[src/rtl/rpn_eval_core.sv]
// rpn_eval_core: postfix (RPN) expression evaluator.
// Consumes operand/operator tokens over valid/ready and evaluates them on an
// internal operand stack. Division uses a restoring divider, one quotient
// bit per cycle. The first error of an expression is latched. Remaining tokens
// are then flushed up to tok_last, and one result with error flags is returned
// per expression.
module rpn_eval_core #(
   parameter int DATA_W      = 16,
   parameter int STACK_DEPTH = 8
) (
   input  logic              clk,
   input  logic              rst,
   input  logic              tok_valid,
   output logic              tok_ready,
   input  logic              tok_is_op,
   input  logic [DATA_W-1:0] tok_data,
   input  logic              tok_last,
   output logic              res_valid,
   input  logic              res_ready,
   output logic [DATA_W-1:0] res_data,
   output logic [3:0]        res_err
);

   localparam int IDXW = $clog2(STACK_DEPTH);
   localparam int SPW  = IDXW + 1;
   localparam int CNTW = $clog2(DATA_W);
   localparam logic [SPW-1:0] SP_FULL = SPW'(STACK_DEPTH);
   localparam logic [SPW-1:0] SP_ONE  = SPW'(1);
   localparam logic [SPW-1:0] SP_TWO  = SPW'(2);

   typedef enum logic [1:0] {ACCEPT, DIV, FLUSH, RESULT} state_t;

   state_t             state_q, state_d;
   logic [SPW-1:0]     sp_q, sp_d;
   logic [3:0]         err_q, err_d;
   logic [DATA_W-1:0]  res_data_q, res_data_d;
   logic               last_q, last_d;
   logic [CNTW-1:0]    cnt_q, cnt_d;
   logic [DATA_W-1:0]  quot_q, quot_d;
   logic [DATA_W-1:0]  rem_q, rem_d;
   logic [DATA_W-1:0]  dvsr_q, dvsr_d;
   logic [DATA_W-1:0]  stack_q [STACK_DEPTH];
   logic [DATA_W-1:0]  stack_d [STACK_DEPTH];

   logic               xfer;
   logic [IDXW-1:0]    top_idx, nxt_idx, push_idx;
   logic [DATA_W-1:0]  opa, opb, alu_res;
   logic [DATA_W:0]    div_shift, div_diff;
   logic               div_ge;
   logic [DATA_W-1:0]  rem_step, quot_step;

   // Reset forces both handshakes low even before the first reset edge.
   assign tok_ready = !rst && ((state_q == ACCEPT) || (state_q == FLUSH));
   assign res_valid = !rst && (state_q == RESULT);
   assign res_data  = res_data_q;
   assign res_err   = err_q;

   assign xfer     = tok_valid && tok_ready;
   assign top_idx  = IDXW'(sp_q - SP_ONE);
   assign nxt_idx  = IDXW'(sp_q - SP_TWO);
   assign push_idx = IDXW'(sp_q);
   assign opa      = stack_q[nxt_idx];
   assign opb      = stack_q[top_idx];

   // Restoring divider step: shift in the next dividend bit, subtract if it fits.
   // The remainder stays below the divisor, so the borrow bit alone decides.
   assign div_shift = {rem_q, quot_q[DATA_W-1]};
   assign div_diff  = div_shift - {1'b0, dvsr_q};
   assign div_ge    = ~div_diff[DATA_W];
   assign rem_step  = div_ge ? div_diff[DATA_W-1:0] : div_shift[DATA_W-1:0];
   assign quot_step = {quot_q[DATA_W-2:0], div_ge};

   // Single-cycle operators, all modulo 2^DATA_W.
   always_comb begin
      alu_res = '0;
      case (tok_data[1:0])
         2'b00:   alu_res = opa + opb;
         2'b01:   alu_res = opa - opb;
         default: alu_res = opa * opb;
      endcase
   end

   // Next-state, stack update and result/error capture.
   always_comb begin
      state_d    = state_q;
      sp_d       = sp_q;
      err_d      = err_q;
      res_data_d = res_data_q;
      last_d     = last_q;
      cnt_d      = cnt_q;
      quot_d     = quot_q;
      rem_d      = rem_q;
      dvsr_d     = dvsr_q;
      stack_d    = stack_q;
      unique case (state_q)
         ACCEPT: begin
            if (xfer) begin
               if (!tok_is_op) begin
                  if (sp_q == SP_FULL) begin
                     err_d      = 4'b0001;
                     res_data_d = '0;
                     state_d    = tok_last ? RESULT : FLUSH;
                  end else begin
                     stack_d[push_idx] = tok_data;
                     sp_d              = sp_q + SP_ONE;
                     if (tok_last) begin
                        state_d = RESULT;
                        if (sp_q == '0) begin
                           res_data_d = tok_data;
                        end else begin
                           res_data_d = '0;
                           err_d[3]   = 1'b1;
                        end
                     end
                  end
               end else if (sp_q < SP_TWO) begin
                  err_d      = 4'b0010;
                  res_data_d = '0;
                  state_d    = tok_last ? RESULT : FLUSH;
               end else if (tok_data[1:0] == 2'b11) begin
                  if (opb == '0) begin
                     err_d      = 4'b0100;
                     res_data_d = '0;
                     state_d    = tok_last ? RESULT : FLUSH;
                  end else begin
                     rem_d   = '0;
                     quot_d  = opa;
                     dvsr_d  = opb;
                     cnt_d   = CNTW'(DATA_W - 1);
                     sp_d    = sp_q - SP_ONE;
                     last_d  = tok_last;
                     state_d = DIV;
                  end
               end else begin
                  stack_d[nxt_idx] = alu_res;
                  sp_d             = sp_q - SP_ONE;
                  if (tok_last) begin
                     state_d = RESULT;
                     if (sp_q == SP_TWO) begin
                        res_data_d = alu_res;
                     end else begin
                        res_data_d = '0;
                        err_d[3]   = 1'b1;
                     end
                  end
               end
            end
         end
         DIV: begin
            rem_d  = rem_step;
            quot_d = quot_step;
            cnt_d  = cnt_q - CNTW'(1);
            if (cnt_q == '0) begin
               stack_d[top_idx] = quot_step;
               if (last_q) begin
                  state_d = RESULT;
                  if (sp_q == SP_ONE) begin
                     res_data_d = quot_step;
                  end else begin
                     res_data_d = '0;
                     err_d[3]   = 1'b1;
                  end
               end else begin
                  state_d = ACCEPT;
               end
            end
         end
         FLUSH: begin
            if (xfer && tok_last) begin
               res_data_d = '0;
               state_d    = RESULT;
            end
         end
         RESULT: begin
            if (res_ready) begin
               sp_d    = '0;
               err_d   = '0;
               state_d = ACCEPT;
            end
         end
         default: state_d = ACCEPT;
      endcase
   end

   // Control and result registers, cleared by synchronous reset.
   always_ff @(posedge clk) begin
      if (rst) begin
         state_q    <= ACCEPT;
         sp_q       <= '0;
         err_q      <= '0;
         res_data_q <= '0;
         last_q     <= 1'b0;
         cnt_q      <= '0;
      end else begin
         state_q    <= state_d;
         sp_q       <= sp_d;
         err_q      <= err_d;
         res_data_q <= res_data_d;
         last_q     <= last_d;
         cnt_q      <= cnt_d;
      end
   end

   // Stack and divider datapath; contents are meaningless until written.
   always_ff @(posedge clk) begin
      quot_q  <= quot_d;
      rem_q   <= rem_d;
      dvsr_q  <= dvsr_d;
      stack_q <= stack_d;
   end

endmodule

[config.mk]
export PLATFORM = sky130hd
export DESIGN_NAME = rpn_eval_core
export DESIGN_NICKNAME = d
export VERILOG_FILES = /design/src/rtl/rpn_eval_core.sv
export SDC_FILE = /design/constraint.sdc
export NUM_CORES = 1
export LEC_CHECK = 0
export BUFFER_PORTS_ARGS = -buffer_cell sky130_fd_sc_hd__buf_2
export CORE_MARGIN = 5
export CORE_UTILIZATION = 45
export CTS_BUF_LIST = sky130_fd_sc_hd__clkbuf_8
export DETAILED_ROUTE_END_ITERATION = 10
export HOLD_SLACK_MARGIN = 0.02
export SLEW_MARGIN = 10
export SYNTH_ARGS = -nofsm -noshare
export SYNTH_HDL_FRONTEND = slang
export SYNTH_SLANG_ARGS = --single-unit
[constraint.sdc]
create_clock -name clk -period 7.79 [get_ports clk]
set_clock_uncertainty 0.2 [all_clocks]
set_input_delay 0.779 -clock clk [delete_from_list [all_inputs] [get_ports clk]]
set_output_delay 0.779 -clock clk [all_outputs]
set_load 0.005 [all_outputs]
==> metrics.md <==
| Metric | Value |
|---|---|
| #FFs+latches synth | 207 |
| Register area share after synthesis | between 30% and 40% |
| WS Path Type | reg2reg |
| Stages on the worst setup path | 29 |
| Via density | ~6.3 |
| CP arrival | ~8 ns |
| Die W | roughly 210 um |
| Slew headroom | between 10% and 20% |
| Synth Flop Type | edfxtp_1 |
| Hold path cells | 2 |
| HP Class | reg2reg |
| Required @ worst endpoint | between 8 and 9 ns |
| Layout Nets | roughly 2200 |
| Critical path endpoint category | flip-flop |
| Die Area | about 45000 um^2 |
| Mapped Nets | approximately 2100 |
| Drt wl/cell | roughly 26 um |
| Placed cells | 2465 |
| Cts hold-fix bufs | 0 |
| Maximum clock path buffer count | 3 |
| Worst path max stage delay | between 0.5 and 0.6 ns |
| Post-route ant nets | 0 |
| Total GRT Usage | 29.06% |
| CTS Buf Count | 42 |
| Routed vias | 16161 |
| DRT iter0 DRCs | 1923 |
| Fraction of layout cells with a size suffix above 1 | around 15% |
| Fin util | approximately 51% |
| Avg Cell Area, Syn | approximately 9.6 um^2 |
| CTS root buffer | clkbuf_8 |
| Post-Synthesis Cells | between 1500 and 2000 |
| Synth cell types | 96 |
| Mapped Area | approximately 18000 um^2 |
| Clk sinks | around 210 |
| Clock transition at path regs | about 0.060 ns |
| Max-slew violations | 0 |
| # Max-Cap Violations | 0 |
| Initial antenna violation count | 0 |
| Area of the core | between 40000 and 50000 um^2 |
| H-tree depth | 2 |
| CP delay by family, top | adder cells |
| Commonest non-fill, non-tap cells in the layout | nand2_1, inv_1, nor2_1, edfxtp_1, o221ai_1 |
| Status | finished clean |
| CTS tree | yes |
| Clk Latency, worst-skew pair | slightly above 0.6 ns |
| Worst Reg-to-Reg Cells | 29 |
| Post-synthesis async set-or-reset flop share | 0% |
| I/O Buffers | 43 |
| Period Utilization, post-route | between 90% and 100% |
| Synth warn | 0 |
| Largest net degree at the start of global routing | slightly below 100 |
| CP Max Fanout | 19 |
| Fin cells | 2553 |
| Final hold violation count | 0 |
| GPL Wtd Cong | roughly 0.95 |
| Worst-Margin Slew | 1.258 ns |
| Max Fclk | roughly 0.13 GHz |
| Setup ws final | between 0.15 and 0.2 ns |
| Post-route setup TNS | 0 ns |
| Bufs and invs on worst path | 6 |
| # rows | 73 |
| Number of global-route vias before repair | between 15000 and 20000 |
| DRT Pass-1 Iters | 6 |
| Grt ovf | 0 |
| Startpoint Class | flip-flop |
| Antenna Diode Count | 0 |
| Slowest-stage cell, CP | fa_1 |
| HPWL Detailed | around 48000 um |
| Tmin final | between 7 and 8 ns |
| Commonest non-fill, non-tap cell in the layout | nand2_1 |
| Dpl ws | around 0.15 ns |
| Area grow syn2layout | 12.02% |
| Height of the die | roughly 210 um |
| Most frequent CP cell | fa_1 |
| EDFF count, synth | between 150 and 200 |
| # IOs | 44 |
| Initial core utilization | a little under half |
| Routed WL | roughly 67000 um |
| First-pass GRT wire length | about 98000 um |
| Number of remaining DRC errors | 0 |
| Final setup fails | 0 |
-- cells by family (layout without fill, tap and decap cells) --
family / Yosys count / count (layout) / share of synthesized area [%]
AOI/OAI and AO/OA: 389 / 389 / 15.60
xor gates and xnor gates: 63 / 63 / 3.482
adders and majority gates: 178 / 178 / 15.54
buffers and inverters: 300 / 418 / 7.539
DFF: 207 / 207 / 32.29
muxes: 94 / 94 / 8.729
and+or+nand+nor: 679 / 679 / 16.81
-- worst paths after layout --
check | endpoint | slack, ns | start
worst max-delay path | res_data[15] | 0.15 | sp_q[1]
worst min register to register | res_err[0] | 0.27 | res_err[0]
worst max register to register | res_data[15] | 0.15 | sp_q[1]
worst min-delay path | res_err[0] | 0.27 | res_err[0]
-- per-stage QoR --
step / hold slack (ns) / cell area, um^2
floorplan: 0.2465 / 18320
global placement: 0.2446 / 19410
detailed placement: 0.2551 / 19410
CTS: 0.2647 / 20270
global route: 0.2807 / 20490
finish: 0.2661 / 20490
-- worst reg2reg max path: cells and delay by family, from the launching register on --
kind            cells  cell delay (ns)
compound gates      3             0.77
buf+inv             6             0.79
mux                 1             0.10
fa+ha+maj           7             3.17
xor+xnor            8             1.54
simple gates        4             0.63
flops               1             0.35
-- routing by layer --
| layer | vias to the layer above | track usage, % | share of wire [%] |
|---|---|---|---|
| li1 | 7075 | - | - |
| met1 | 7772 | 37.32 | 38 |
| met2 | 1064 | 46.15 | 45 |
| met3 | 250 | 6.224 | 11 |
| met4 | 0 | 15.50 | 6.3 |
| met5 | - | 0 | 0 |
-- registers in the layout, indices dropped and copies added (netlist names) --
signal,count
quot_q,16
res_err,4
cnt_q,4
sp_q,4
rem_q,16
stack_q,128
last_q,1
res_data,16
dvsr_q,16
state_q,2
-- synthesized netlist by cell type, types with 11 or more instances --
master | number | area [um^2]
o21ai_0 | 53 | 265.3
xnor2_1 | 42 | 367.9
a211oi_1 | 23 | 172.7
fa_1 | 82 | 1642
a21oi_1 | 62 | 310.3
buf_1 | 13 | 48.80
nand3b_1 | 12 | 90.09
nor2b_1 | 32 | 200.2
nor2_1 | 183 | 686.9
buf_6 | 13 | 146.4
mux4_1 | 17 | 446.7
buf_2 | 11 | 55.05
and2_1 | 24 | 150.1
nand2_1 | 300 | 1126
clkbuf_1 | 62 | 232.7
mux2_2 | 11 | 123.9
mux4_2 | 25 | 563.0
nor3_1 | 34 | 170.2
dfxtp_1 | 31 | 620.6
mux2i_1 | 34 | 340.3
nand3_1 | 28 | 140.1
ha_1 | 96 | 1201
xor2_1 | 14 | 122.6
o221ai_1 | 129 | 1130
edfxtp_1 | 176 | 5285
inv_1 | 178 | 668.1
-- cell type report --
type                    instances  area, um^2
clock buffers                  48       660.6
clock inverters                28       195.2
fillers                      3658       19520
inverters                     186       701.9
multi-input cells            1403       11170
flip-flops and latches        207        5911
well taps                     525       656.9
repair buffers                156        1192
-- repair_timing --
item                                    CTS  global route
endpoints found under the setup margin    0            35
setup buffers                             0            11
resized for setup                         0            17
Power is not shown: default switching activity piles up to over one toggle a cycle in this logic, so the estimate is an artifact.
